### src/rtl/inv_sqrt_seq.sv
// Vector reciprocal square root. One piecewise-linear LUT is shared by all lanes in
// turn; each lane yields a Q0.16 mantissa and a right-shift exponent (x^-0.5).

module inv_sqrt_lut (
    input  logic        clk,
    input  logic [6:0]  addr_i,
    output logic [15:0] slope_o,
    output logic [15:0] base_o
);
    // Smallest s with s^2 * (128 + a) >= 2^39, i.e. ceil(2^16 / sqrt(1 + a/128)).
    function automatic int ceil_isqrt(input int a);
        longint lo;
        longint hi;
        longint mid;
        lo = 0;
        hi = 65536;
        for (int k = 0; k < 17; k++) begin
            mid = (lo + hi) / 2;
            if (mid * mid * longint'(128 + a) >= 64'sh80_0000_0000) begin
                hi = mid;
            end else begin
                lo = mid;
            end
        end
        return int'(hi);
    endfunction

    logic [15:0] base_rom  [128];
    logic [15:0] slope_rom [128];

    // Slope is the (negative) step to the next segment's unclamped base.
    for (genvar gi = 0; gi < 128; gi++) begin : g_rom
        localparam int B0 = ceil_isqrt(gi);
        localparam int B1 = ceil_isqrt(gi + 1);
        assign base_rom[gi]  = (B0 > 65535) ? 16'hFFFF : 16'(B0);
        assign slope_rom[gi] = 16'(B1 - B0);
    end

    always_ff @(posedge clk) begin
        base_o  <= base_rom[addr_i];
        slope_o <= slope_rom[addr_i];
    end
endmodule

module inv_sqrt_seq #(
    parameter int LANES = 4
) (
    input  logic                 clk,
    input  logic                 rst_n,
    input  logic                 in_valid,
    output logic                 in_ready,
    input  logic [LANES*16-1:0]  in_data,
    output logic                 out_valid,
    input  logic                 out_ready,
    output logic [LANES*16-1:0]  out_mant,
    output logic [LANES*4-1:0]   out_shift,
    output logic [LANES-1:0]     out_zero,
    output logic                 busy
);
    localparam int LW = (LANES > 1) ? $clog2(LANES) : 1;
    localparam logic [LW-1:0] LAST_LANE = LW'(LANES - 1);
    localparam logic [15:0] RSQRT2 = 16'hB505;

    typedef enum logic [2:0] {IDLE, LOOK, INTERP, SCALE, DONE} state_t;

    state_t        state_q, state_d;
    logic [LW-1:0] lane_q, lane_d;
    logic          accept;

    logic [LANES*16-1:0] data_q;
    logic [3:0]          msb_q;
    logic [7:0]          frac_q;
    logic                xzero_q;
    logic [15:0]         interp_q;

    logic [15:0]    mant_q  [LANES];
    logic [3:0]     shift_q [LANES];
    logic [LANES-1:0] zero_q;

    logic [15:0] lane_x [LANES];
    logic [15:0] cur_x;
    logic [3:0]  msb;
    logic [14:0] norm;

    logic [15:0] lut_slope;
    logic [15:0] lut_base;

    logic signed [24:0] slope_prod;
    logic signed [24:0] slope_term;
    logic signed [25:0] interp_sum;
    logic [15:0]        interp_sat;

    logic [15:0] mant_new;
    logic [3:0]  shift_new;

    for (genvar gi = 0; gi < LANES; gi++) begin : g_lane
        assign lane_x[gi]              = data_q[gi*16 +: 16];
        assign out_mant[gi*16 +: 16]   = mant_q[gi];
        assign out_shift[gi*4 +: 4]    = shift_q[gi];
    end
    assign out_zero = zero_q;

    // Normalise the selected lane so its MSB sits at bit 15 (implicit, dropped).
    always_comb begin
        cur_x = lane_x[lane_q];
        msb   = 4'd0;
        for (int i = 0; i < 16; i++) begin
            if (cur_x[i]) begin
                msb = 4'(i);
            end
        end
        norm = 15'(cur_x << (4'd15 - msb));
    end

    inv_sqrt_lut u_lut (
        .clk     (clk),
        .addr_i  (norm[14:8]),
        .slope_o (lut_slope),
        .base_o  (lut_base)
    );

    always_comb begin
        slope_prod = $signed({{9{lut_slope[15]}}, lut_slope}) * $signed({17'd0, frac_q});
        slope_term = slope_prod >>> 8;
        interp_sum = $signed({10'd0, lut_base}) + $signed({slope_term[24], slope_term});
        if (interp_sum[25]) begin
            interp_sat = 16'h0000;
        end else if (|interp_sum[24:16]) begin
            interp_sat = 16'hFFFF;
        end else begin
            interp_sat = interp_sum[15:0];
        end
    end

    // Odd exponents fold the leftover 2^-0.5 into the mantissa.
    always_comb begin
        if (xzero_q) begin
            mant_new  = 16'hFFFF;
            shift_new = 4'd0;
        end else begin
            mant_new  = msb_q[0] ? 16'((32'(interp_q) * 32'(RSQRT2)) >> 16) : interp_q;
            shift_new = {1'b0, msb_q[3:1]};
        end
    end

    always_comb begin
        state_d   = state_q;
        lane_d    = lane_q;
        in_ready  = 1'b0;
        out_valid = 1'b0;
        accept    = 1'b0;
        case (state_q)
            IDLE: begin
                in_ready = 1'b1;
                if (in_valid) begin
                    accept  = 1'b1;
                    lane_d  = '0;
                    state_d = LOOK;
                end
            end
            LOOK:   state_d = INTERP;
            INTERP: state_d = SCALE;
            SCALE: begin
                if (lane_q == LAST_LANE) begin
                    state_d = DONE;
                end else begin
                    lane_d  = lane_q + LW'(1);
                    state_d = LOOK;
                end
            end
            DONE: begin
                out_valid = 1'b1;
                if (out_ready) begin
                    state_d = IDLE;
                end
            end
            default: state_d = IDLE;
        endcase
    end

    assign busy = (state_q != IDLE);

    always_ff @(posedge clk or negedge rst_n) begin
        if (!rst_n) begin
            state_q  <= IDLE;
            lane_q   <= '0;
            data_q   <= '0;
            msb_q    <= '0;
            frac_q   <= '0;
            xzero_q  <= 1'b0;
            interp_q <= '0;
        end else begin
            state_q <= state_d;
            lane_q  <= lane_d;
            if (accept) begin
                data_q <= in_data;
            end
            if (state_q == LOOK) begin
                msb_q   <= msb;
                frac_q  <= norm[7:0];
                xzero_q <= (cur_x == 16'd0);
            end
            if (state_q == INTERP) begin
                interp_q <= interp_sat;
            end
        end
    end

    always_ff @(posedge clk or negedge rst_n) begin
        if (!rst_n) begin
            for (int i = 0; i < LANES; i++) begin
                mant_q[i]  <= '0;
                shift_q[i] <= '0;
            end
            zero_q <= '0;
        end else if (state_q == SCALE) begin
            mant_q[lane_q]  <= mant_new;
            shift_q[lane_q] <= shift_new;
            zero_q[lane_q]  <= xzero_q;
        end
    end
endmodule
### config.mk
export PLATFORM = sky130hd
export DESIGN_NAME = inv_sqrt_seq
export DESIGN_NICKNAME = d
export VERILOG_FILES = /design/src/rtl/inv_sqrt_seq.sv
export SDC_FILE = /design/constraint.sdc
export NUM_CORES = 1
export LEC_CHECK = 0
export CORE_ASPECT_RATIO = 1.5
export CORE_MARGIN = 2
export CORE_UTILIZATION = 35
export CTS_BUF_LIST = sky130_fd_sc_hd__clkbuf_4
export DETAILED_ROUTE_END_ITERATION = 16
export GPL_TIMING_DRIVEN = 0
export SKIP_LAST_GASP = 1
export SLEW_MARGIN = 0
export SYNTH_ARGS = -nofsm -noshare
export SYNTH_HDL_FRONTEND = slang
export SYNTH_HIERARCHICAL = 1
export SYNTH_SLANG_ARGS = --single-unit
export TNS_END_PERCENT = 10
### constraint.sdc
create_clock -name clk -period 9.45 [get_ports clk]
set_input_delay 0.945 -clock clk [delete_from_list [all_inputs] [get_ports clk]]
set_output_delay 0.945 -clock clk [all_outputs]
set_load 0.03 [all_outputs]
==> summary.md <==
| Metric | Value |
|---|---|
| Post-synth EDFFs | 0 |
| Mapped Cells | 2203 |
| Final Cycle Share | 87.6% |
| Commonest cells after routing, fill and taps aside | nand2_1, inv_1, ha_1, dfrtp_1, fa_1 |
| Unique masters post-synth | just under 90 |
| Worst Path Class, Setup | flip-flop to flip-flop |
| CP Launch Type | flip-flop |
| Final min period | between 8000 and 9000 ps |
| Top-area cell type share of the netlist area | about 22% |
| FF-to-FF path depth | 30 |
| Buf/Inv on CP | 6 |
| RSZ-0062 raised after global routing | false |
| Post-CTS Hold Fix Bufs | 0 |
| Starting density of the core | between 30% and 40% |
| Drt pass-1 iters | 6 |
| DRC viols | 0 |
| Final setup viols | 0 |
| Number of cell rows | approximately 110 |
| Layout Skew | about 83 ps |
| Number of global-route vias before repair | between 15000 and 20000 |
| Post_cts resized | 0 |
| Hold WC Path Type | primary input to asynchronous set/reset pin |
| Root Driver | clkbuf_4 |
| Total vias in the final route | approximately 18000 |
| Hpwl dp | 59.3 mm |
| CP max stage delay | roughly 540 ps |
| Worst-Skew Late Latency | between 700 and 800 ps |
| Port buffer count | 150 |
| Worst path slowest cell | fa_1 |
| Total wire length | 75.1 mm |
| Slew headroom | ~34% |
| Synth area leaders | dfrtp_1, fa_1, ha_1 |
| Layout cells sized above 1 | between 10% and 20% |
| Seq/Total Area, Yosys | 24.4% |
| Global route overflow | 0 |
| Worst-Margin Slew | slightly below 1000 ps |
| Worst EP arrival | between 8000 and 9000 ps |
| ANT nets after route | 0 |
| 1st-iter DRT viols | between 1000 and 1500 |
| Crit. End Element | flip-flop |
| Avg Vias per Cell | around 5.6 |
| Core area | 56900 µm² |
| Mapped Avg Cell Area | approximately 9 µm² |
| Largest net degree at the start of global routing | 96 |
| Die W | around 200 µm |
| Syn-to-layout area delta | 16.0% |
| CTS tree | built |
| Final setup TNS | 0 ps |
| Antenna violations before repair | 1 |
| CP startpoint | frac_q[1] |
| First-pass GRT wire length | 114 mm |
| Register bit count reported by yosys | around 200 |
| Critical Path RT | ~10000 ps |
| Crit path capture | interp_q[5] |
| Max clock buf depth | 3 |
| Crit path max-delay family | compound AO/OA/AOI/OAI gates |
| CTS Buf Count | 51 |
| CTS sink count | 201 |
| Tot GR Track Use | 25.5% |
| Status | complete, no violations |
| Reg-to-Reg End | interp_q[5] |
| Dpl ws | between 1000 and 1500 ps |
| H-tree depth | 2 |
| Top-Level Pins | 155 |
| Worst R2R Start | frac_q[1] |
| Highest clock rate | roughly 120 MHz |
| Asr flop ratio synth | just under 90% |
| Most common cell after layout, fill and taps aside | nand2_1 |
| Critical path depth | 30 |
| Die area | 59600 µm² |
| RD Place Congestion | between 0.9 and 1 |
| Max-cap violations | 0 |
| Post-CTS Setup Bufs | 0 |
| Post-synth top area cell | dfrtp_1 |
| Warnings, synthesis | 6 |
| Clock transition at path regs | approximately 60 ps |
| Setup slack after layout | ~1200 ps |
| Final #Nets | about 2800 |
| Die height | slightly below 300 µm |
| Final hold viol count | 0 |
| Top_reg_cell synth | dfrtp_1 |
| Drt wl/cell | around 23 µm |
| Max-slew violations | 0 |
| Mapped Area | a little over 20000 µm² |
| Cell mode on critical path | fa_1 |
| Worst reg2reg setup slack | 1180 ps |
| Maximum fanout along the worst path | 10 |
worst reg2reg max path: cells and delay by family, from the launching register on:
kind / cells / cell delay (ps)
mux: 1 / 220
flops: 1 / 320
fa+ha+maj: 6 / 2650
buf+inv: 6 / 1440
compound gates: 14 / 3170
simple gates: 3 / 280
state kept, by name, summed over array words and instances, names as in the netlist:
name and flops:
data_q 64, out_mant 64, interp_q 16, u_lut/base_o 15, out_shift 12, frac_q 8
u_lut/slope_o 8, msb_q 4, out_zero 4, state_q 3, lane_q 2, xzero_q 1
metal layers:
layer  track usage [%]  wire length [µm]  part of all wire, %  up-vias
met5                 0                 0                    0        -
met4              13.9              4680                  6.2        0
met3              2.92              3710                  4.9      275
met2              46.4             39500                   53      757
met1              28.5             27200                   36     8966
li1                  -                 -                    -     8013
Yosys cell counts, types with 8 or more instances:
library cell / number
a211oi_1: 22
a21o_1: 26
a21oi_1: 96
a221oi_1: 10
a311oi_1: 17
a31oi_1: 26
and2_1: 71
buf_2: 43
buf_4: 24
clkbuf_1: 59
dfrtp_1: 178
dfxtp_1: 23
fa_1: 153
ha_1: 195
inv_1: 245
mux2_2: 71
mux2i_1: 20
mux4_2: 25
nand2_1: 265
nand2b_1: 29
nand3_1: 21
nor2_1: 104
nor2b_1: 21
nor3_1: 27
nor3b_1: 8
o211ai_1: 30
o21a_1: 13
o21ai_0: 140
o21ai_1: 11
o221ai_1: 8
o22ai_1: 12
or2_2: 8
or3_1: 9
xnor2_1: 26
xor2_1: 14
stage by stage:
| stage | hold WS (ps) | util, % | cells | cell area [µm²] |
|---|---|---|---|---|
| 5_1_grt | 253 | 41.1 | 3216 | 23400 |
| 3_5_place_dp | 470 | 39.9 | 3129 | 22700 |
| 4_1_cts | 236 | 41.1 | 3215 | 23400 |
| 3_3_place_gp | 462 | 39.8 | 3127 | 22700 |
| 2_1_floorplan | 447 | - | 2214 | 20200 |
| 6_report | 249 | 41.1 | 3218 | 23400 |
area by class of cell:
class / instances / area (µm²)
plain buffers: 135 / 681
repair buffers: 152 / 1540
well taps: 763 / 955
inverters: 251 / 942
diodes: 3 / 7.51
clock buffers: 73 / 548
clock inverters: 13 / 139
multi-input cells: 1627 / 13700
flip-flops and latches: 201 / 4910
fillers: 5687 / 33500
logic make-up (layout without fill, tap and decap cells):
group	after synthesis	in the layout	synth area share, %
simple gates	600	600	14.1
compound gates	509	509	16.6
buf+inv	386	624	8.05
fa+ha+maj	348	348	27.3
flops	201	201	24.4
mux	117	117	7.83
xor+xnor	40	40	1.74
other cells	2	16	0.0373
worst min path at each step:
stage,start,end,slack [ps]
after floorplan,msb_q[3],msb_q[3],450
after global placement,out_zero[3],out_zero[3],460
after detailed placement,out_mant[52],out_mant[52],470
after CTS,rst_n,out_mant[60],240
after global routing,rst_n,data_q[61],250
final,rst_n,data_q[29],250
Power is left out: the tool's default activity adds up to more than one toggle a clock period on the data nets, which glitch-free logic cannot reach.
